--- config.mk ---
export PLATFORM = sky130hd
export DESIGN_NAME = i2c_phy_engine
export DESIGN_NICKNAME = d
export VERILOG_FILES = /design/src/rtl/i2c_pkg.sv /design/src/rtl/i2c_phy_timer.sv /design/src/rtl/i2c_phy_engine.sv
export SDC_FILE = /design/constraint.sdc
export NUM_CORES = 1
export LEC_CHECK = 0
export ABC_AREA = 1
export BUFFER_PORTS_ARGS = -buffer_cell sky130_fd_sc_hd__buf_2
export CAP_MARGIN = 20
export CORE_ASPECT_RATIO = 1.1
export CORE_MARGIN = 2
export CORE_UTILIZATION = 34
export DETAILED_ROUTE_END_ITERATION = 8
export SETUP_SLACK_MARGIN = 0.05
export SYNTH_ARGS = -nofsm -noshare
export SYNTH_HDL_FRONTEND = slang
export SYNTH_SLANG_ARGS = --single-unit
--- constraint.sdc ---
create_clock -name clk -period 5.18 [get_ports clk]
set_clock_uncertainty 0.15 [all_clocks]
set_input_delay 1.295 -clock clk [delete_from_list [all_inputs] [get_ports clk]]
set_output_delay 1.295 -clock clk [all_outputs]
set_load 0.005 [all_outputs]
--- src/rtl/i2c_pkg.sv ---
// Shared encodings for the I2C master bit engine: command codes, FSM states,
// phase-length selection and per-state line drive values.
package i2c_pkg;

   typedef enum logic [2:0] {
      CMD_NOP   = 3'd0,
      CMD_START = 3'd1,
      CMD_STOP  = 3'd2,
      CMD_WRITE = 3'd3,
      CMD_READ  = 3'd4
   } cmd_e;

   typedef enum logic [3:0] {
      IDLE, STA_A, STA_B, STA_C, STA_D,
      STO_A, STO_B, STO_C,
      WR_A, WR_B, WR_C,
      RD_A, RD_B, RD_C
   } state_e;

   typedef enum logic [3:0] {
      PH_NONE, PH_HALF_LOW, PH_SUSTA, PH_HDSTA, PH_SUSTO,
      PH_BUF, PH_SUDAT, PH_HDDAT, PH_HIGH
   } phase_e;

   function automatic phase_e state_phase(input state_e s);
      case (s)
         STA_A, STA_D, RD_A, RD_C: return PH_HALF_LOW;
         STA_B:                    return PH_SUSTA;
         STA_C:                    return PH_HDSTA;
         STO_A, WR_A:              return PH_SUDAT;
         STO_B:                    return PH_SUSTO;
         STO_C:                    return PH_BUF;
         WR_B, RD_B:               return PH_HIGH;
         WR_C:                     return PH_HDDAT;
         default:                  return PH_NONE;
      endcase
   endfunction

   // States in which SCL is released and a slave may stretch it.
   function automatic logic scl_high_phase(input state_e s);
      return (s == STA_B) || (s == STA_C) || (s == STO_B) || (s == WR_B) || (s == RD_B);
   endfunction

   // Returns {scl, sda}; STA_A keeps SCL where it is, IDLE keeps both lines.
   function automatic logic [1:0] line_drive(input state_e s, input logic wbit, input logic [1:0] cur);
      case (s)
         STA_A:   return {cur[1], 1'b1};
         STA_B:   return 2'b11;
         STA_C:   return 2'b10;
         STA_D:   return 2'b00;
         STO_A:   return 2'b00;
         STO_B:   return 2'b10;
         STO_C:   return 2'b11;
         WR_A:    return {1'b0, wbit};
         WR_B:    return {1'b1, wbit};
         WR_C:    return {1'b0, wbit};
         RD_A:    return 2'b01;
         RD_B:    return 2'b11;
         RD_C:    return 2'b01;
         default: return cur;
      endcase
   endfunction

endpackage

--- src/rtl/i2c_phy_timer.sv ---
// Phase counter and SCL-stretch counter for the I2C bit engine; both saturate
// and clear whenever the FSM changes state.
module i2c_phy_timer #(
   parameter int unsigned CNT_W     = 16,
   parameter int unsigned STRETCH_W = 20
) (
   input  logic                 clk,
   input  logic                 rst,
   input  logic                 ena,
   input  logic                 clr,
   input  logic                 stretch,
   input  logic [CNT_W-1:0]     limit,
   input  logic [STRETCH_W-1:0] stretch_max,
   output logic [CNT_W-1:0]     cnt,
   output logic                 phase_done,
   output logic                 stretch_hit
);

   logic [STRETCH_W-1:0] scnt;

   always_ff @(posedge clk or posedge rst) begin
      if (rst) begin
         cnt  <= '0;
         scnt <= '0;
      end else if (ena) begin
         if (clr) begin
            cnt  <= '0;
            scnt <= '0;
         end else if (stretch) begin
            if (scnt != '1) scnt <= scnt + 1'b1;
         end else begin
            scnt <= '0;
            if (cnt != '1) cnt <= cnt + 1'b1;
         end
      end
   end

   // A stretched cycle never ends a phase; the limit counts the current stretched cycle.
   assign phase_done  = !stretch && (cnt >= limit);
   assign stretch_hit = stretch && (stretch_max != '0) &&
                        (({1'b0, scnt} + 1'b1) >= {1'b0, stretch_max});

endmodule

--- src/rtl/i2c_phy_engine.sv ---
// I2C master bit engine: executes one START/STOP/WRITE/READ bit command as
// timed SCL/SDA phases, with stretch timeout, arbitration and bus ownership.
module i2c_phy_engine
   import i2c_pkg::*;
#(
   parameter int unsigned CNT_W     = 16,
   parameter int unsigned STRETCH_W = 20
) (
   input  logic                 clk,
   input  logic                 rst,
   input  logic                 ena,
   input  logic                 cmd_valid,
   output logic                 cmd_ready,
   input  logic [2:0]           cmd,
   input  logic                 din,
   output logic                 cmd_done,
   output logic                 dout,
   output logic                 al,
   output logic                 timeout,
   output logic                 bus_owned,
   input  logic [CNT_W-1:0]     tsusta,
   input  logic [CNT_W-1:0]     thdsta,
   input  logic [CNT_W-1:0]     tsusto,
   input  logic [CNT_W-1:0]     tsudat,
   input  logic [CNT_W-1:0]     thddat,
   input  logic [CNT_W-1:0]     tlow,
   input  logic [CNT_W-1:0]     thigh,
   input  logic [CNT_W-1:0]     tbuf,
   input  logic [STRETCH_W-1:0] stretch_max,
   input  logic                 sto_det,
   input  logic                 scl_i,
   input  logic                 sda_i,
   output logic                 scl_o,
   output logic                 sda_o
);

   state_e           state, nxt;
   logic             din_q;
   logic [CNT_W-1:0] half_low, limit, cnt;
   logic             accept, stretch, phase_done, stretch_hit;
   logic             lost, abort, clr, done_evt, rd_sample;

   assign cmd_ready = ena && (state == IDLE);
   assign accept    = cmd_valid && cmd_ready;
   assign half_low  = (tlow >> 1) + CNT_W'(tlow[0]);
   assign stretch   = scl_high_phase(state) && scl_o && !scl_i;
   // The counter holds at 0 while stretched, so this fires once per READ.
   assign rd_sample = (state == RD_B) && scl_i && (cnt == '0);

   always_comb begin
      limit = '0;
      case (state_phase(state))
         PH_HALF_LOW: limit = half_low;
         PH_SUSTA:    limit = tsusta;
         PH_HDSTA:    limit = thdsta;
         PH_SUSTO:    limit = tsusto;
         PH_BUF:      limit = tbuf;
         PH_SUDAT:    limit = tsudat;
         PH_HDDAT:    limit = thddat;
         PH_HIGH:     limit = thigh;
         default:     limit = '0;
      endcase
   end

   i2c_phy_timer #(
      .CNT_W     (CNT_W),
      .STRETCH_W (STRETCH_W)
   ) u_timer (
      .clk         (clk),
      .rst         (rst),
      .ena         (ena),
      .clr         (clr),
      .stretch     (stretch),
      .limit       (limit),
      .stretch_max (stretch_max),
      .cnt         (cnt),
      .phase_done  (phase_done),
      .stretch_hit (stretch_hit)
   );

   always_comb begin
      lost = (((state == STA_B) || ((state == WR_B) && phase_done)) && sda_o && !sda_i) ||
             (sto_det && bus_owned && !(state inside {STO_A, STO_B, STO_C}));
      abort = lost || stretch_hit;
      nxt   = state;
      if (abort) begin
         nxt = IDLE;
      end else if (state == IDLE) begin
         if (accept) begin
            case (cmd_e'(cmd))
               CMD_START: nxt = bus_owned ? STA_A : STA_B;
               CMD_STOP:  nxt = STO_A;
               CMD_WRITE: nxt = WR_A;
               CMD_READ:  nxt = RD_A;
               default:   nxt = IDLE;
            endcase
         end
      end else if (phase_done) begin
         case (state)
            STA_A:   nxt = STA_B;
            STA_B:   nxt = STA_C;
            STA_C:   nxt = STA_D;
            STO_A:   nxt = STO_B;
            STO_B:   nxt = STO_C;
            WR_A:    nxt = WR_B;
            WR_B:    nxt = WR_C;
            RD_A:    nxt = RD_B;
            RD_B:    nxt = RD_C;
            default: nxt = IDLE;
         endcase
      end
      done_evt = !abort && phase_done && (state inside {STA_D, STO_C, WR_C, RD_C});
      clr      = (nxt != state);
   end

   always_ff @(posedge clk or posedge rst) begin
      if (rst) begin
         state     <= IDLE;
         scl_o     <= 1'b1;
         sda_o     <= 1'b1;
         din_q     <= 1'b0;
         dout      <= 1'b0;
         cmd_done  <= 1'b0;
         al        <= 1'b0;
         timeout   <= 1'b0;
         bus_owned <= 1'b0;
      end else if (ena) begin
         state    <= nxt;
         cmd_done <= done_evt;
         al       <= lost;
         timeout  <= stretch_hit;
         if (accept) din_q <= din;
         if (rd_sample) dout <= sda_i;
         if (abort) begin
            scl_o     <= 1'b1;
            sda_o     <= 1'b1;
            bus_owned <= 1'b0;
         end else begin
            if (clr) {scl_o, sda_o} <= line_drive(nxt, accept ? din : din_q, {scl_o, sda_o});
            if (done_evt && (state == STA_D)) bus_owned <= 1'b1;
            else if (done_evt && (state == STO_C)) bus_owned <= 1'b0;
         end
      end else begin
         cmd_done <= 1'b0;
         al       <= 1'b0;
         timeout  <= 1'b0;
      end
   end

endmodule

==> impl_results.html, run 1 <==
<table>
<tr><th>Metric</th><th>Value</th></tr>
<tr><th colspan="2">Outcome</th></tr>
<tr><td>Outcome</td><td>finished with violations</td></tr>
<tr><td>Violated checks</td><td>setup timing</td></tr>
<tr><th colspan="2">Synth</th></tr>
<tr><td>Syn Std Cell Area</td><td>5820 um2</td></tr>
<tr><td>Yosys top cell area share</td><td>19.8%</td></tr>
<tr><td>Share of the yosys chip area belonging to registers</td><td>20.7%</td></tr>
<tr><td>Cell type contributing the most total cell area after synthesis</td><td>dfrtp_1</td></tr>
<tr><td>Leading post-synthesis cells by cell area</td><td>dfrtp_1 (20%), nand2_1 (17%), ha_1 (10%)</td></tr>
<tr><td>List of most frequent post-synthesis cells</td><td>nand2_1 (263), inv_1 (113), nor2_1 (69)</td></tr>
<tr><td>Post-synthesis share of cell area spent on xor and xnor gates</td><td>4.21%</td></tr>
<tr><td>Nets in the synthesized netlist</td><td>1110</td></tr>
<tr><td>Primary FF master, synth</td><td>dfrtp_1</td></tr>
<tr><td>Largest family of logic cells by synthesized area</td><td>simple AND/OR/NAND/NOR gates</td></tr>
<tr><td>Simple-gate share of the synthesized area</td><td>40.2%</td></tr>
<tr><td>Unique masters post-synth</td><td>54</td></tr>
<tr><td>Number of synthesized flops with an enable pin</td><td>0</td></tr>
<tr><td>Dominant cell by count in the synthesized netlist</td><td>nand2_1</td></tr>
<tr><td>Fraction of the mapped netlist area in adder cells</td><td>10.1%</td></tr>
<tr><td>Mux share of post-synthesis cell area</td><td>0.344%</td></tr>
<tr><td>Area fraction in compound gates after synthesis</td><td>14.7%</td></tr>
<tr><td>Warning count from the yosys run</td><td>0</td></tr>
<tr><td>Number of synthesized register bits</td><td>48</td></tr>
<tr><td>Async set-reset flop share out of synthesis</td><td>100%</td></tr>
<tr><td>Post-synthesis average cell area</td><td>6.44 um2</td></tr>
<tr><td>Number of cells produced by synthesis</td><td>904</td></tr>
<tr><th colspan="2">GRT</th></tr>
<tr><td>Global-route congestion overflow total</td><td>0</td></tr>
<tr><td>Global routing usage on met1</td><td>26.3%</td></tr>
<tr><td>GRT Resource Usage Total</td><td>21.6%</td></tr>
<tr><td>Number of global-route vias before repair</td><td>6474</td></tr>
<tr><td>Global-route wire length before repair</td><td>31600 um</td></tr>
<tr><td>Maximum number of pins on one net before global-route repair</td><td>49</td></tr>
<tr><td>Layer with the highest usage</td><td>met2</td></tr>
<tr><td>Met2 layer usage reported by global route</td><td>38.5%</td></tr>
<tr><td>Antenna violations before repair</td><td>3</td></tr>
<tr><td>Met3 routing resource usage after global routing</td><td>3.68%</td></tr>
<tr><th colspan="2">Critical path</th></tr>
<tr><td>Delay contributed by the slowest stage of the critical path</td><td>0.40 ns</td></tr>
<tr><td>Logic depth of the worst setup path including buffers</td><td>33</td></tr>
<tr><td>CP Data Required Time</td><td>5.25 ns</td></tr>
<tr><td>Category of the worst setup path launch point</td><td>input pin</td></tr>
<tr><td>Max Fanout on Critical Path</td><td>11</td></tr>
<tr><td>First element of the critical path</td><td>tlow[1]</td></tr>
<tr><td>Bufs and invs on worst path</td><td>5</td></tr>
<tr><td>Most used cell along the critical path</td><td>nand2_1</td></tr>
<tr><td>Startpoint of the worst register-to-register path</td><td>state[1]</td></tr>
<tr><td>Number of cells on the worst reg-to-reg path</td><td>32</td></tr>
<tr><td>Worst EP arrival</td><td>5.34 ns</td></tr>
<tr><td>Cell with the largest stage delay on the worst path</td><td>a2111oi_2</td></tr>
<tr><td>Top Family by Delay on Critical Path</td><td>simple AND/OR/NAND/NOR gates</td></tr>
<tr><td>Type of the worst setup path</td><td>in -&gt; reg</td></tr>
<tr><td>Critical path capture point type</td><td>flip-flop</td></tr>
<tr><th colspan="2">Hold path</th></tr>
<tr><td>Number of stages on the worst hold path</td><td>2</td></tr>
<tr><td>Start point of the worst hold path</td><td>sda_o</td></tr>
<tr><td>Path type of the worst min-delay path</td><td>reg -&gt; reg</td></tr>
<tr><th colspan="2">CTS</th></tr>
<tr><td>H-tree depth reported by CTS</td><td>2</td></tr>
<tr><td>Clock-pin slew reported for the worst setup and hold paths after clock tree synthesis</td><td>0.07 ns</td></tr>
<tr><td>Inserted Clock Buffers</td><td>5</td></tr>
<tr><td>Buffer levels on the longest clock path</td><td>2</td></tr>
<tr><td>Clock tree root driver cell</td><td>clkbuf_16</td></tr>
<tr><td>Clock Sinks</td><td>48</td></tr>
<tr><td>Clock tree from TritonCTS</td><td>built</td></tr>
<tr><td>Later-pin clock latency in the skew report</td><td>0.29 ns</td></tr>
<tr><th colspan="2">STA</th></tr>
<tr><td>Setup repair after global routing missed its margin</td><td>true</td></tr>
<tr><td>Final sum of negative setup slack</td><td>-2.33 ns</td></tr>
<tr><td>Post-layout minimum cycle time</td><td>5.26 ns</td></tr>
<tr><td>Worst Tran Pin Value</td><td>0.810 ns</td></tr>
<tr><td>Final clock period utilization by the worst path</td><td>102%</td></tr>
<tr><td>Setup violators final</td><td>38</td></tr>
<tr><td>Final setup slack of the worst path</td><td>-0.0827 ns</td></tr>
<tr><td>Count of final max-slew check failures</td><td>0</td></tr>
<tr><td>Slew Limit Headroom</td><td>45.9%</td></tr>
<tr><td>Final hold violation count</td><td>0</td></tr>
<tr><td>Worst-case hold slack</td><td>0.334 ns</td></tr>
<tr><td>Maximum frequency from static timing analysis</td><td>190 MHz</td></tr>
<tr><th colspan="2">Layout</th></tr>
<tr><td>Largest registers ranked by flip-flop count</td><td>u_timer.scnt: 20 flops, u_timer.cnt: 16 flops, state: 4 flops</td></tr>
<tr><td>Synth-to-Final Area Change</td><td>40.1%</td></tr>
<tr><td>Flip-flop count of the largest register, all copies and words added</td><td>20</td></tr>
<tr><td>Final-stage net count</td><td>1347</td></tr>
<tr><td>Final instance area</td><td>8160 um2</td></tr>
<tr><td>Layout cell share with drive strength beyond 1</td><td>34.6%</td></tr>
<tr><td>Fraction of the core area covered by cells at the end of the flow</td><td>48.3%</td></tr>
<tr><td>Register ranked first by flip-flop count</td><td>u_timer.scnt</td></tr>
<tr><td>Final std cells w/o fill</td><td>1353</td></tr>
<tr><th colspan="2">Die</th></tr>
<tr><td>Die span in x</td><td>129 um</td></tr>
<tr><td>CORE AREA</td><td>16900 um2</td></tr>
<tr><td>Num ports</td><td>167</td></tr>
<tr><td>Die Height</td><td>141 um</td></tr>
<tr><td>Cell row count</td><td>50</td></tr>
<tr><td>Area of the die</td><td>18200 um2</td></tr>
<tr><td>Initial core utilization</td><td>34.5%</td></tr>
<tr><th colspan="2">Drt</th></tr>
<tr><td>Wire length after detailed routing</td><td>20700 um</td></tr>
<tr><td>Wire length per cell</td><td>15.3 um</td></tr>
<tr><td>Pre-antenna DRT Iters</td><td>5</td></tr>
<tr><td>Mean number of vias per cell</td><td>5.13</td></tr>
<tr><td>Vias</td><td>6939</td></tr>
<tr><td>Total DRC errors in the routed layout</td><td>0</td></tr>
<tr><td>Count of antenna-violating nets left after detailed routing</td><td>0</td></tr>
<tr><td>Number of design-rule violations left by the first detailed-router iteration</td><td>329</td></tr>
<tr><th colspan="2">Power and ir drop</th></tr>
<tr><td>Leak pwr</td><td>4.30 nW</td></tr>
<tr><td>Clock network fraction of total power</td><td>10.0%</td></tr>
<tr><td>Switching power share of the total</td><td>49.8%</td></tr>
<tr><td>Max rail drop VDD</td><td>0.000256 V</td></tr>
<tr><td>Net switching power</td><td>1.93 mW</td></tr>
<tr><td>Cell internal power dissipation</td><td>1.95 mW</td></tr>
<tr><td>Power per Cell Area</td><td>475 nW/um2</td></tr>
<tr><td>Share of power burned in combinational logic</td><td>78.0%</td></tr>
<tr><td>Share of power burned in registers</td><td>12.0%</td></tr>
<tr><th colspan="2">Placed design</th></tr>
<tr><td>Estimated wirelength of the detail-placed design</td><td>16300 um</td></tr>
<tr><td>RePlAce Congestion</td><td>0.917</td></tr>
<tr><td>Number of port buffers</td><td>166</td></tr>
<tr><td>Area of placed instances</td><td>7390 um2</td></tr>
<tr><td>Placed cells</td><td>1324</td></tr>
<tr><th colspan="2">Flow run</th></tr>
<tr><td>Max Cap Viol</td><td>0</td></tr>
</table>
cell families after synthesis:
family	count (synthesis)
AO/OA/AOI/OAI	131
XOR/XNOR	28
adder cells (fa/ha/maj)	47
buffers and inverters	143
flip-flops	48
multiplexers	2
AND/OR/NAND/NOR	505
per-stage QoR:
stage / total power, mW / setup WS (ns)
global placement: 3.04 / -0.548
CTS: 3.59 / -0.0189
detailed placement: 3.05 / -0.628
floorplan: 2.10 / 0.0655
global route: 4.23 / -0.407
finish: 3.88 / -0.0827
metal layers:
| metal | up-vias | share of wire [%] |
|---|---|---|
| li1 | 3504 | - |
| met1 | 3154 | 41 |
| met2 | 242 | 49 |
| met3 | 39 | 6.8 |
| met4 | 0 | 2.8 |
| met5 | - | 0 |
worst paths after layout:
kind                                         end  slack (ns)
worst min-delay path                       sda_o        0.33
worst min register to register             sda_o        0.33
min in group asynchronous                  din_q        0.86
worst max register to register  u_timer.scnt[12]        0.14
max in group asynchronous         u_timer.cnt[5]        3.49
worst max-delay path            u_timer.scnt[12]       -0.08
power groups by stage:
stage / registers, mW / logic [mW] / clock network, mW
final: 0.465 / 3.03 / 0.388
after detailed placement: 0.470 / 2.58 / 0
after CTS: 0.463 / 2.73 / 0.399
after global routing: 0.473 / 3.35 / 0.413
after global placement: 0.470 / 2.57 / 0
after floorplan: 0.455 / 1.65 / 0
placed cells by master, fill, tap and decap left out, types with 27 or more instances in the layout:
cell type	instances
nand2_1	230
buf_2	164
inv_1	107
buf_4	71
nor2_1	59
nand3_1	52
dfrtp_1	46
ha_1	45
nand2_2	32
a21oi_1	27
area by class of cell:
cell class,instances,area (um2)
clock inverters,3,47.5
clock buffers,5,125
multi-input cells,713,4470
repair buffers,249,1560
diodes,3,7.51
inverters,124,477
flip-flops and latches,48,1200
well taps,208,260
fillers,1694,8730
worst register-to-register path, delay by kind of cell, from the launching register on:
kind                       cells  cell delay [ns]
buffers and inverters          8             1.25
adders and majority gates      2             0.54
DFF                            1             0.42
AOI/OAI and AO/OA              7             1.11
and+or+nand+nor               15             1.51
repair_timing:
item                                    CTS  global route
buffers inserted                          8             8
hold buffers                              0             0
pin swaps                                 1            27
endpoints found under the setup margin   38            40
hold endpoints to repair                  0             0
gates cloned                              2             1
resized for setup                        47            80
(Power assumes the default switching activity.)
==> run 2: changes to the inputs <==
--- a/config.mk
+++ b/config.mk
@@ -6,12 +6,12 @@
 export NUM_CORES = 1
 export LEC_CHECK = 0
 export ABC_AREA = 1
-export BUFFER_PORTS_ARGS = -buffer_cell sky130_fd_sc_hd__buf_2
 export CAP_MARGIN = 20
 export CORE_ASPECT_RATIO = 1.1
 export CORE_MARGIN = 2
 export CORE_UTILIZATION = 34
 export DETAILED_ROUTE_END_ITERATION = 8
+export DONT_BUFFER_PORTS = 1
 export SETUP_SLACK_MARGIN = 0.05
 export SYNTH_ARGS = -nofsm -noshare
 export SYNTH_HDL_FRONTEND = slang
==> constraint.sdc (replaced) <==
create_clock -name clk -period 5.18 [get_ports clk]
set_clock_uncertainty 0.15 [all_clocks]
set_input_delay 0.518 -clock clk [delete_from_list [all_inputs] [get_ports clk]]
set_output_delay 0.518 -clock clk [all_outputs]
set_load 0.005 [all_outputs]
==> impl_results.html, run 2 (synthesis gave the netlist of run 1 again) <==
<table>
<tr><th>Metric</th><th>Value</th></tr>
<tr><th colspan="2">Outcome</th></tr>
<tr><td>Outcome</td><td>completed (was finished with violations)</td></tr>
<tr><th colspan="2">CTS</th></tr>
<tr><td>Later-pin clock latency in the skew report</td><td>0.30 ns (was 0.29 ns)</td></tr>
<tr><td>Inserted Clock Buffers</td><td>5 (unchanged)</td></tr>
<tr><td>Buffer levels on the longest clock path</td><td>2 (unchanged)</td></tr>
<tr><td>H-tree depth reported by CTS</td><td>2 (unchanged)</td></tr>
<tr><td>Clock-pin slew reported for the worst setup and hold paths after clock tree synthesis</td><td>0.07 ns (about the same)</td></tr>
<tr><td>CTS hold repair buffers</td><td>0 (unchanged)</td></tr>
<tr><td>Clock tree from TritonCTS</td><td>built (unchanged)</td></tr>
<tr><td>Clock Sinks</td><td>48 (unchanged)</td></tr>
<tr><td>Clock tree root driver cell</td><td>clkbuf_16 (unchanged)</td></tr>
<tr><th colspan="2">Power and ir drop</th></tr>
<tr><td>Switching power share of the total</td><td>49.1% (was 49.8%)</td></tr>
<tr><td>Leak pwr</td><td>3.46 nW (was 4.30 nW)</td></tr>
<tr><td>Clock network fraction of total power</td><td>10.4% (was 10.0%)</td></tr>
<tr><td>Power per Cell Area</td><td>528 nW/um2 (was 475 nW/um2)</td></tr>
<tr><td>Max rail drop VDD</td><td>0.000288 V (was 0.000256 V)</td></tr>
<tr><td>Share of power burned in registers</td><td>12.3% (was 12.0%)</td></tr>
<tr><td>Cell internal power dissipation</td><td>1.92 mW (was 1.95 mW)</td></tr>
<tr><td>Net switching power</td><td>1.85 mW (was 1.93 mW)</td></tr>
<tr><td>Share of power burned in combinational logic</td><td>77.3% (was 78.0%)</td></tr>
<tr><th colspan="2">GRT</th></tr>
<tr><td>Antenna violations before repair</td><td>3 (unchanged)</td></tr>
<tr><td>Number of global-route vias before repair</td><td>5740 (was 6474)</td></tr>
<tr><td>GRT Resource Usage Total</td><td>20.0% (was 21.6%)</td></tr>
<tr><td>Global-route wire length before repair</td><td>29000 um (was 31600 um)</td></tr>
<tr><td>Global-route congestion overflow total</td><td>0 (unchanged)</td></tr>
<tr><td>Maximum number of pins on one net before global-route repair</td><td>49 (unchanged)</td></tr>
<tr><th colspan="2">Drt</th></tr>
<tr><td>Mean number of vias per cell</td><td>5.35 (was 5.13)</td></tr>
<tr><td>Vias</td><td>6262 (was 6939)</td></tr>
<tr><td>Total DRC errors in the routed layout</td><td>0 (unchanged)</td></tr>
<tr><td>Pre-antenna DRT Iters</td><td>4 (was 5)</td></tr>
<tr><td>Wire length per cell</td><td>16.9 um (was 15.3 um)</td></tr>
<tr><td>Wire length after detailed routing</td><td>19800 um (was 20700 um)</td></tr>
<tr><td>Count of antenna-violating nets left after detailed routing</td><td>0 (unchanged)</td></tr>
<tr><td>Number of design-rule violations left by the first detailed-router iteration</td><td>237 (was 329)</td></tr>
<tr><th colspan="2">Layout</th></tr>
<tr><td>Synth-to-Final Area Change</td><td>22.8% (was 40.1%)</td></tr>
<tr><td>Layout fillers</td><td>1755 (was 1694)</td></tr>
<tr><td>Final instance area</td><td>7150 um2 (was 8160 um2)</td></tr>
<tr><td>Final-stage net count</td><td>1166 (was 1347)</td></tr>
<tr><td>Largest registers ranked by flip-flop count</td><td>u_timer.scnt: 20 flops, u_timer.cnt: 16 flops, state: 4 flops (unchanged)</td></tr>
<tr><td>Commonest non-fill, non-tap cell in the layout</td><td>nand2_1 (unchanged)</td></tr>
<tr><td>Register ranked first by flip-flop count</td><td>u_timer.scnt (unchanged)</td></tr>
<tr><td>Commonest cells after routing, fill and taps aside</td><td>nand2_1 (247), inv_1 (100), nor2_1 (64) (was nand2_1 (230), buf_2 (164), inv_1 (107))</td></tr>
<tr><td>Layout cell share with drive strength beyond 1</td><td>20.5% (was 34.6%)</td></tr>
<tr><td>Flip-flop count of the largest register, all copies and words added</td><td>20 (unchanged)</td></tr>
<tr><td>Final std cells w/o fill</td><td>1171 (was 1353)</td></tr>
<tr><th colspan="2">STA</th></tr>
<tr><td>Final clock period utilization by the worst path</td><td>94.8% (was 102%)</td></tr>
<tr><td>Maximum frequency from static timing analysis</td><td>204 MHz (was 190 MHz)</td></tr>
<tr><td>Count of final max-slew check failures</td><td>0 (unchanged)</td></tr>
<tr><td>Worst Tran Pin Value</td><td>0.867 ns (was 0.810 ns)</td></tr>
<tr><td>Slew Limit Headroom</td><td>42.1% (was 45.9%)</td></tr>
<tr><td>Setup violators final</td><td>0 (was 38)</td></tr>
<tr><td>Post-layout minimum cycle time</td><td>4.91 ns (was 5.26 ns)</td></tr>
<tr><td>Final hold violation count</td><td>0 (unchanged)</td></tr>
<tr><td>Worst-case hold slack</td><td>0.115 ns (was 0.334 ns)</td></tr>
<tr><th colspan="2">Flow run</th></tr>
<tr><td>Max Cap Viol</td><td>0 (unchanged)</td></tr>
<tr><th colspan="2">Critical path</th></tr>
<tr><td>Delay contributed by the slowest stage of the critical path</td><td>0.36 ns (was 0.40 ns)</td></tr>
<tr><td>Category of the worst setup path launch point</td><td>flip-flop (was input pin)</td></tr>
<tr><td>Worst EP arrival</td><td>5.00 ns (was 5.34 ns)</td></tr>
<tr><td>Top Family by Delay on Critical Path</td><td>simple AND/OR/NAND/NOR gates (unchanged)</td></tr>
<tr><td>Type of the worst setup path</td><td>reg -&gt; reg (was in -&gt; reg)</td></tr>
<tr><td>Bufs and invs on worst path</td><td>4 (was 5)</td></tr>
<tr><td>Critical path capture point type</td><td>flip-flop (unchanged)</td></tr>
<tr><td>Cell with the largest stage delay on the worst path</td><td>dfrtp_1 (was a2111oi_2)</td></tr>
<tr><td>Max Fanout on Critical Path</td><td>7 (was 11)</td></tr>
<tr><td>Most used cell along the critical path</td><td>nand2_2 (was nand2_1)</td></tr>
<tr><td>CP Data Required Time</td><td>5.27 ns (was 5.25 ns)</td></tr>
<tr><th colspan="2">Die</th></tr>
<tr><td>Initial core utilization</td><td>34.5% (unchanged)</td></tr>
<tr><td>Area of the die</td><td>18200 um2 (unchanged)</td></tr>
<tr><td>Die Height</td><td>141 um (unchanged)</td></tr>
<tr><td>CORE AREA</td><td>16900 um2 (unchanged)</td></tr>
<tr><td>Num ports</td><td>167 (unchanged)</td></tr>
<tr><td>Cell row count</td><td>50 (unchanged)</td></tr>
<tr><td>Die span in x</td><td>129 um (unchanged)</td></tr>
<tr><th colspan="2">Placed design</th></tr>
<tr><td>Number of port buffers</td><td>0 (was 166)</td></tr>
<tr><td>Area of placed instances</td><td>6310 um2 (was 7390 um2)</td></tr>
<tr><td>Placed cells</td><td>1132 (was 1324)</td></tr>
<tr><td>RePlAce Congestion</td><td>0.904 (was 0.917)</td></tr>
<tr><td>Estimated wirelength of the detail-placed design</td><td>15200 um (was 16300 um)</td></tr>
<tr><th colspan="2">Hold path</th></tr>
<tr><td>Path type of the worst min-delay path</td><td>in -&gt; async (was reg -&gt; reg)</td></tr>
</table>
-- run 2: cell types whose count changed in the layout (fill, tap and decap cells not counted), sizes merged --
| cell | previous run | this run |
|---|---|---|
| inv | 121 | 119 |
| diode | 3 | 2 |
| clkinv | 2 | 0 |
| clkbuf | 6 | 7 |
| buf | 248 | 64 |
| clkinvlp | 3 | 9 |
-- run 2: power by group through the flow --
stage,Combinational (mW),Sequential [mW],Clock (mW)
6_report,2.92,0.466,0.391
5_1_grt,3.27,0.474,0.416
4_1_cts,2.35,0.464,0.404
3_5_place_dp,2.33,0.471,0
3_3_place_gp,2.33,0.471,0
2_1_floorplan,1.63,0.455,0
-- run 2: path summary, 6_finish.rpt --
check,startpoint,to,slack (ns),depth (start not counted)
worst max-delay path,state[0],u_timer.scnt[8],0.27,34
worst min-delay path,rst,din_q,0.12,2
worst max register to register,state[0],u_timer.scnt[8],0.27,34
worst min register to register,din_q,din_q,0.33,2
max in group asynchronous,rst,state[2],4.27,2
min in group clk,sda_i,dout,0.19,2
-- run 2: repair_timing --
item / CTS / global route
cloned: 0 / 4
gates resized for setup: 2 / 98
pin swaps: 0 / 32
buffers inserted: 0 / 25
endpoints found under the setup margin: 33 / 38
hold endpoints to repair: 0 / 0
-- run 2: final cells by class --
cell class	instances	area (um2)	share of cell area, %
multi-input combinational	713	4370	61.1
sequential	48	1210	16.9
timing repair buffer	66	633	8.85
inverter	124	488	6.82
tap	208	260	3.64
clock buffer	5	125	1.75
clock inverter	3	46.3	0.647
timing repair inverter	2	15.0	0.210
antenna	2	5.00	0.0700
-- run 2: per-layer routing --
metal	GRT usage (%)	up-vias	share of wire (%)
li1	-	3136	-
met1	23.9	2842	40
met2	35.1	229	48
met3	4.40	53	7.5
met4	6.86	2	4.2
met5	0	-	0.066
-- run 2: through the flow --
step / util (%) / setup WS, ns / TNS [ns] / power (mW)
after floorplan: - / 0.469 / 0 / 2.09
after global placement: 37.3 / 0.0530 / 0 / 2.80
after detailed placement: 37.3 / 0.0284 / 0 / 2.80
after CTS: 38.4 / 0.0695 / 0 / 3.22
after global routing: 42.3 / -0.0520 / -0.271 / 4.16
final: 42.3 / 0.270 / 0 / 3.77
==> run 3: changes to the inputs <==
--- a/config.mk
+++ b/config.mk
@@ -7,11 +7,14 @@
 export LEC_CHECK = 0
 export ABC_AREA = 1
 export CAP_MARGIN = 20
+export CELL_PAD_IN_SITES_DETAIL_PLACEMENT = 2
+export CELL_PAD_IN_SITES_GLOBAL_PLACEMENT = 2
 export CORE_ASPECT_RATIO = 1.1
-export CORE_MARGIN = 2
+export CORE_MARGIN = 8
 export CORE_UTILIZATION = 34
 export DETAILED_ROUTE_END_ITERATION = 8
 export DONT_BUFFER_PORTS = 1
+export PLACE_DENSITY_LB_ADDON = 0.1
 export SETUP_SLACK_MARGIN = 0.05
 export SYNTH_ARGS = -nofsm -noshare
 export SYNTH_HDL_FRONTEND = slang
==> impl_results.html, run 3 (synthesis gave the netlist of run 1 again) <==
<table>
<tr><th>Metric</th><th>Value</th></tr>
<tr><th colspan="2">Outcome</th></tr>
<tr><td>Outcome</td><td>finished with violations (was completed)</td></tr>
<tr><td>Violated checks</td><td>setup timing</td></tr>
<tr><th colspan="2">Flow run</th></tr>
<tr><td>Max Cap Viol</td><td>0 (unchanged)</td></tr>
<tr><th colspan="2">Placed design</th></tr>
<tr><td>Number of port buffers</td><td>0 (unchanged)</td></tr>
<tr><td>RePlAce Congestion</td><td>0.924 (was 0.904)</td></tr>
<tr><td>Estimated wirelength of the detail-placed design</td><td>22600 um (was 15200 um)</td></tr>
<tr><th colspan="2">CTS</th></tr>
<tr><td>Clock Sinks</td><td>48 (unchanged)</td></tr>
<tr><td>Later-pin clock latency in the skew report</td><td>0.32 ns (was 0.30 ns)</td></tr>
<tr><td>Clock tree root driver cell</td><td>clkbuf_16 (unchanged)</td></tr>
<tr><td>Clock-pin slew reported for the worst setup and hold paths after clock tree synthesis</td><td>0.08 ns (was 0.07 ns)</td></tr>
<tr><td>H-tree depth reported by CTS</td><td>2 (unchanged)</td></tr>
<tr><td>Inserted Clock Buffers</td><td>5 (unchanged)</td></tr>
<tr><td>Buffer levels on the longest clock path</td><td>2 (unchanged)</td></tr>
<tr><td>Clock tree from TritonCTS</td><td>built (unchanged)</td></tr>
<tr><th colspan="2">Drt</th></tr>
<tr><td>Number of design-rule violations left by the first detailed-router iteration</td><td>267 (was 237)</td></tr>
<tr><td>Wire length after detailed routing</td><td>31100 um (was 19800 um)</td></tr>
<tr><td>Pre-antenna DRT Iters</td><td>4 (unchanged)</td></tr>
<tr><td>Routed met1 length</td><td>11400 um (was 7860 um)</td></tr>
<tr><td>Vias</td><td>7003 (was 6262)</td></tr>
<tr><td>Detailed-routed wire length on met3</td><td>1520 um (was 1480 um)</td></tr>
<tr><td>Total DRC errors in the routed layout</td><td>0 (unchanged)</td></tr>
<tr><td>Count of antenna-violating nets left after detailed routing</td><td>0 (unchanged)</td></tr>
<tr><td>Wire length per cell</td><td>25.9 um (was 16.9 um)</td></tr>
<tr><td>Highest routing layer actually used</td><td>met4 (was met5)</td></tr>
<tr><td>Sum of met2 wire segment lengths after detailed routing</td><td>16900 um (was 9590 um)</td></tr>
<tr><td>Mean number of vias per cell</td><td>5.83 (was 5.35)</td></tr>
<tr><th colspan="2">Die</th></tr>
<tr><td>Cell row count</td><td>50 (unchanged)</td></tr>
<tr><td>Num ports</td><td>167 (unchanged)</td></tr>
<tr><td>Die span in x</td><td>141 um (was 129 um)</td></tr>
<tr><td>Area of the die</td><td>21600 um2 (was 18200 um2)</td></tr>
<tr><td>Die Height</td><td>153 um (was 141 um)</td></tr>
<tr><td>CORE AREA</td><td>16900 um2 (unchanged)</td></tr>
<tr><td>Initial core utilization</td><td>34.5% (unchanged)</td></tr>
<tr><th colspan="2">GRT</th></tr>
<tr><td>Global-route wire length before repair</td><td>42100 um (was 29000 um)</td></tr>
<tr><td>Antenna violations before repair</td><td>0 (was 3)</td></tr>
<tr><td>Number of global-route vias before repair</td><td>7675 (was 5740)</td></tr>
<tr><td>Global-route congestion overflow total</td><td>0 (unchanged)</td></tr>
<tr><td>GRT Resource Usage Total</td><td>24.6% (was 20.0%)</td></tr>
<tr><td>Maximum number of pins on one net before global-route repair</td><td>49 (unchanged)</td></tr>
<tr><th colspan="2">Critical path</th></tr>
<tr><td>Type of the worst setup path</td><td>reg -&gt; reg (unchanged)</td></tr>
<tr><td>Critical path capture point</td><td>u_timer.cnt[15] (was u_timer.scnt[8])</td></tr>
<tr><td>Most used cell along the critical path</td><td>nand2_2 (unchanged)</td></tr>
<tr><td>Delay contributed by the slowest stage of the critical path</td><td>0.41 ns (was 0.36 ns)</td></tr>
<tr><td>Max Fanout on Critical Path</td><td>8 (was 7)</td></tr>
<tr><td>CP Data Required Time</td><td>5.26 ns (was 5.27 ns)</td></tr>
<tr><td>Cell with the largest stage delay on the worst path</td><td>dfrtp_1 (unchanged)</td></tr>
<tr><td>Critical path capture point type</td><td>flip-flop (unchanged)</td></tr>
<tr><td>Number of cells on the worst reg-to-reg path</td><td>36 (was 34)</td></tr>
<tr><td>Worst EP arrival</td><td>5.51 ns (was 5.00 ns)</td></tr>
<tr><td>Category of the worst setup path launch point</td><td>flip-flop (unchanged)</td></tr>
<tr><td>Register-to-register setup slack</td><td>-0.25 ns (was 0.27 ns)</td></tr>
<tr><td>Startpoint of the worst register-to-register path</td><td>state[0] (unchanged)</td></tr>
<tr><td>RR Endpoint</td><td>u_timer.cnt[15] (was u_timer.scnt[8])</td></tr>
<tr><td>First element of the critical path</td><td>state[0] (unchanged)</td></tr>
<tr><th colspan="2">Layout</th></tr>
<tr><td>Register ranked first by flip-flop count</td><td>u_timer.scnt (unchanged)</td></tr>
<tr><td>Synth-to-Final Area Change</td><td>31.2% (was 22.8%)</td></tr>
<tr><td>Commonest cells after routing, fill and taps aside</td><td>nand2_1 (244), inv_1 (98), buf_4 (81) (was nand2_1 (247), inv_1 (100), nor2_1 (64))</td></tr>
<tr><td>Largest registers ranked by flip-flop count</td><td>u_timer.scnt: 20 flops, u_timer.cnt: 16 flops, state: 4 flops (unchanged)</td></tr>
<tr><td>Final-stage net count</td><td>1199 (was 1166)</td></tr>
<tr><td>Commonest non-fill, non-tap cell in the layout</td><td>nand2_1 (unchanged)</td></tr>
<tr><td>Count of inserted antenna diode cells</td><td>0 (was 2)</td></tr>
<tr><td>Layout cell share with drive strength beyond 1</td><td>26.6% (was 20.5%)</td></tr>
<tr><td>Flip-flop count of the largest register, all copies and words added</td><td>20 (unchanged)</td></tr>
<tr><th colspan="2">STA</th></tr>
<tr><td>Post-layout minimum cycle time</td><td>5.43 ns (was 4.91 ns)</td></tr>
<tr><td>Count of final max-slew check failures</td><td>0 (unchanged)</td></tr>
<tr><td>Final hold violation count</td><td>0 (unchanged)</td></tr>
<tr><td>Final sum of negative setup slack</td><td>-7.44 ns (was 0 ns)</td></tr>
<tr><td>Final clock period utilization by the worst path</td><td>105% (was 94.8%)</td></tr>
<tr><td>Final setup slack of the worst path</td><td>-0.247 ns (was 0.270 ns)</td></tr>
<tr><td>Worst Tran Pin Value</td><td>0.915 ns (was 0.867 ns)</td></tr>
<tr><td>Setup violators final</td><td>38 (was 0)</td></tr>
<tr><td>Slew Limit Headroom</td><td>38.9% (was 42.1%)</td></tr>
<tr><td>Maximum frequency from static timing analysis</td><td>184 MHz (was 204 MHz)</td></tr>
<tr><th colspan="2">Hold path</th></tr>
<tr><td>Path type of the worst min-delay path</td><td>in -&gt; async (unchanged)</td></tr>
<tr><th colspan="2">Power and ir drop</th></tr>
<tr><td>Post-layout total power</td><td>4.72 mW (was 3.77 mW)</td></tr>
<tr><td>Leak pwr</td><td>3.72 nW (was 3.46 nW)</td></tr>
<tr><td>Power per Cell Area</td><td>618 nW/um2 (was 528 nW/um2)</td></tr>
<tr><td>Max rail drop VDD</td><td>0.000361 V (was 0.000288 V)</td></tr>
</table>
run 3: cell count changes in the layout (fill, tap and decap cells not counted), moves of 4 or more:
cell,delta
ha_4,+4
nand3_2,+4
buf_4,+28
clkinvlp_4,-6
buf_6,+9
a21oi_1,-6
nand2_2,+4
nor2_1,-6
run 3: stage by stage:
step | utilization (%) | hold slack, ns | cell area, um2 | setup slack (ns) | instances
finish | 45.2 | 0.129 | 7640 | -0.247 | 1202
global route | 45.2 | 0.181 | 7640 | -0.420 | 1202
CTS | 41.4 | 0.146 | 6990 | 0.0537 | 1185
detailed placement | 39.0 | 0.318 | 6590 | -0.403 | 1169
global placement | 39.0 | 0.308 | 6590 | -0.192 | 1169
floorplan | - | 0.291 | 5820 | 0.469 | 904
run 3: critical path, delay by kind of cell (launching register included):
kind	cells	cell delay, ns
adders and majority gates	2	0.44
AOI/OAI and AO/OA	5	0.58
and+or+nand+nor	18	2.36
DFF	1	0.41
buffers and inverters	11	1.40
run 3: power breakdown:
| part | internal [mW] | switching, mW |
|---|---|---|
| clock | 0.279 | 0.181 |
| combinational | 1.57 | 2.22 |
| sequential | 0.421 | 0.0538 |
run 3: worst min path at each step:
| stage | slack [ns] | cells after the start | to | startpoint |
|---|---|---|---|---|
| final | 0.13 | 2 | u_timer.cnt[7] | rst |
| after global routing | 0.18 | 2 | u_timer.cnt[10] | rst |
| after CTS | 0.15 | 2 | u_timer.cnt[7] | rst |
| after detailed placement | 0.32 | 2 | din_q | din_q |
| after global placement | 0.31 | 2 | din_q | din_q |
| after floorplan | 0.29 | 2 | din_q | din_q |
run 3: per-layer routing:
metal	global-route usage, %	up-vias
met2	48.6	247
li1	-	3185
met1	25.0	3486
met4	7.99	0
met3	4.61	85
met5	0	-
run 3: layout make-up:
class	instances	area, um2
Fill cell	1951	9250
Timing Repair Buffer	101	900
Multi-Input combinational cell	713	4600
Inverter	124	484
Clock inverter	3	68.8
Sequential cell	48	1200
Tap cell	208	260
Clock buffer	5	125
run 3: repair_timing:
item | in CTS | in global routing
setup buffers | 8 | 14
gates resized for setup | 44 | 114
pin swaps | 10 | 39
setup endpoints to repair | 40 | 38
gates cloned | 0 | 3
hold buffers | 0 | 0
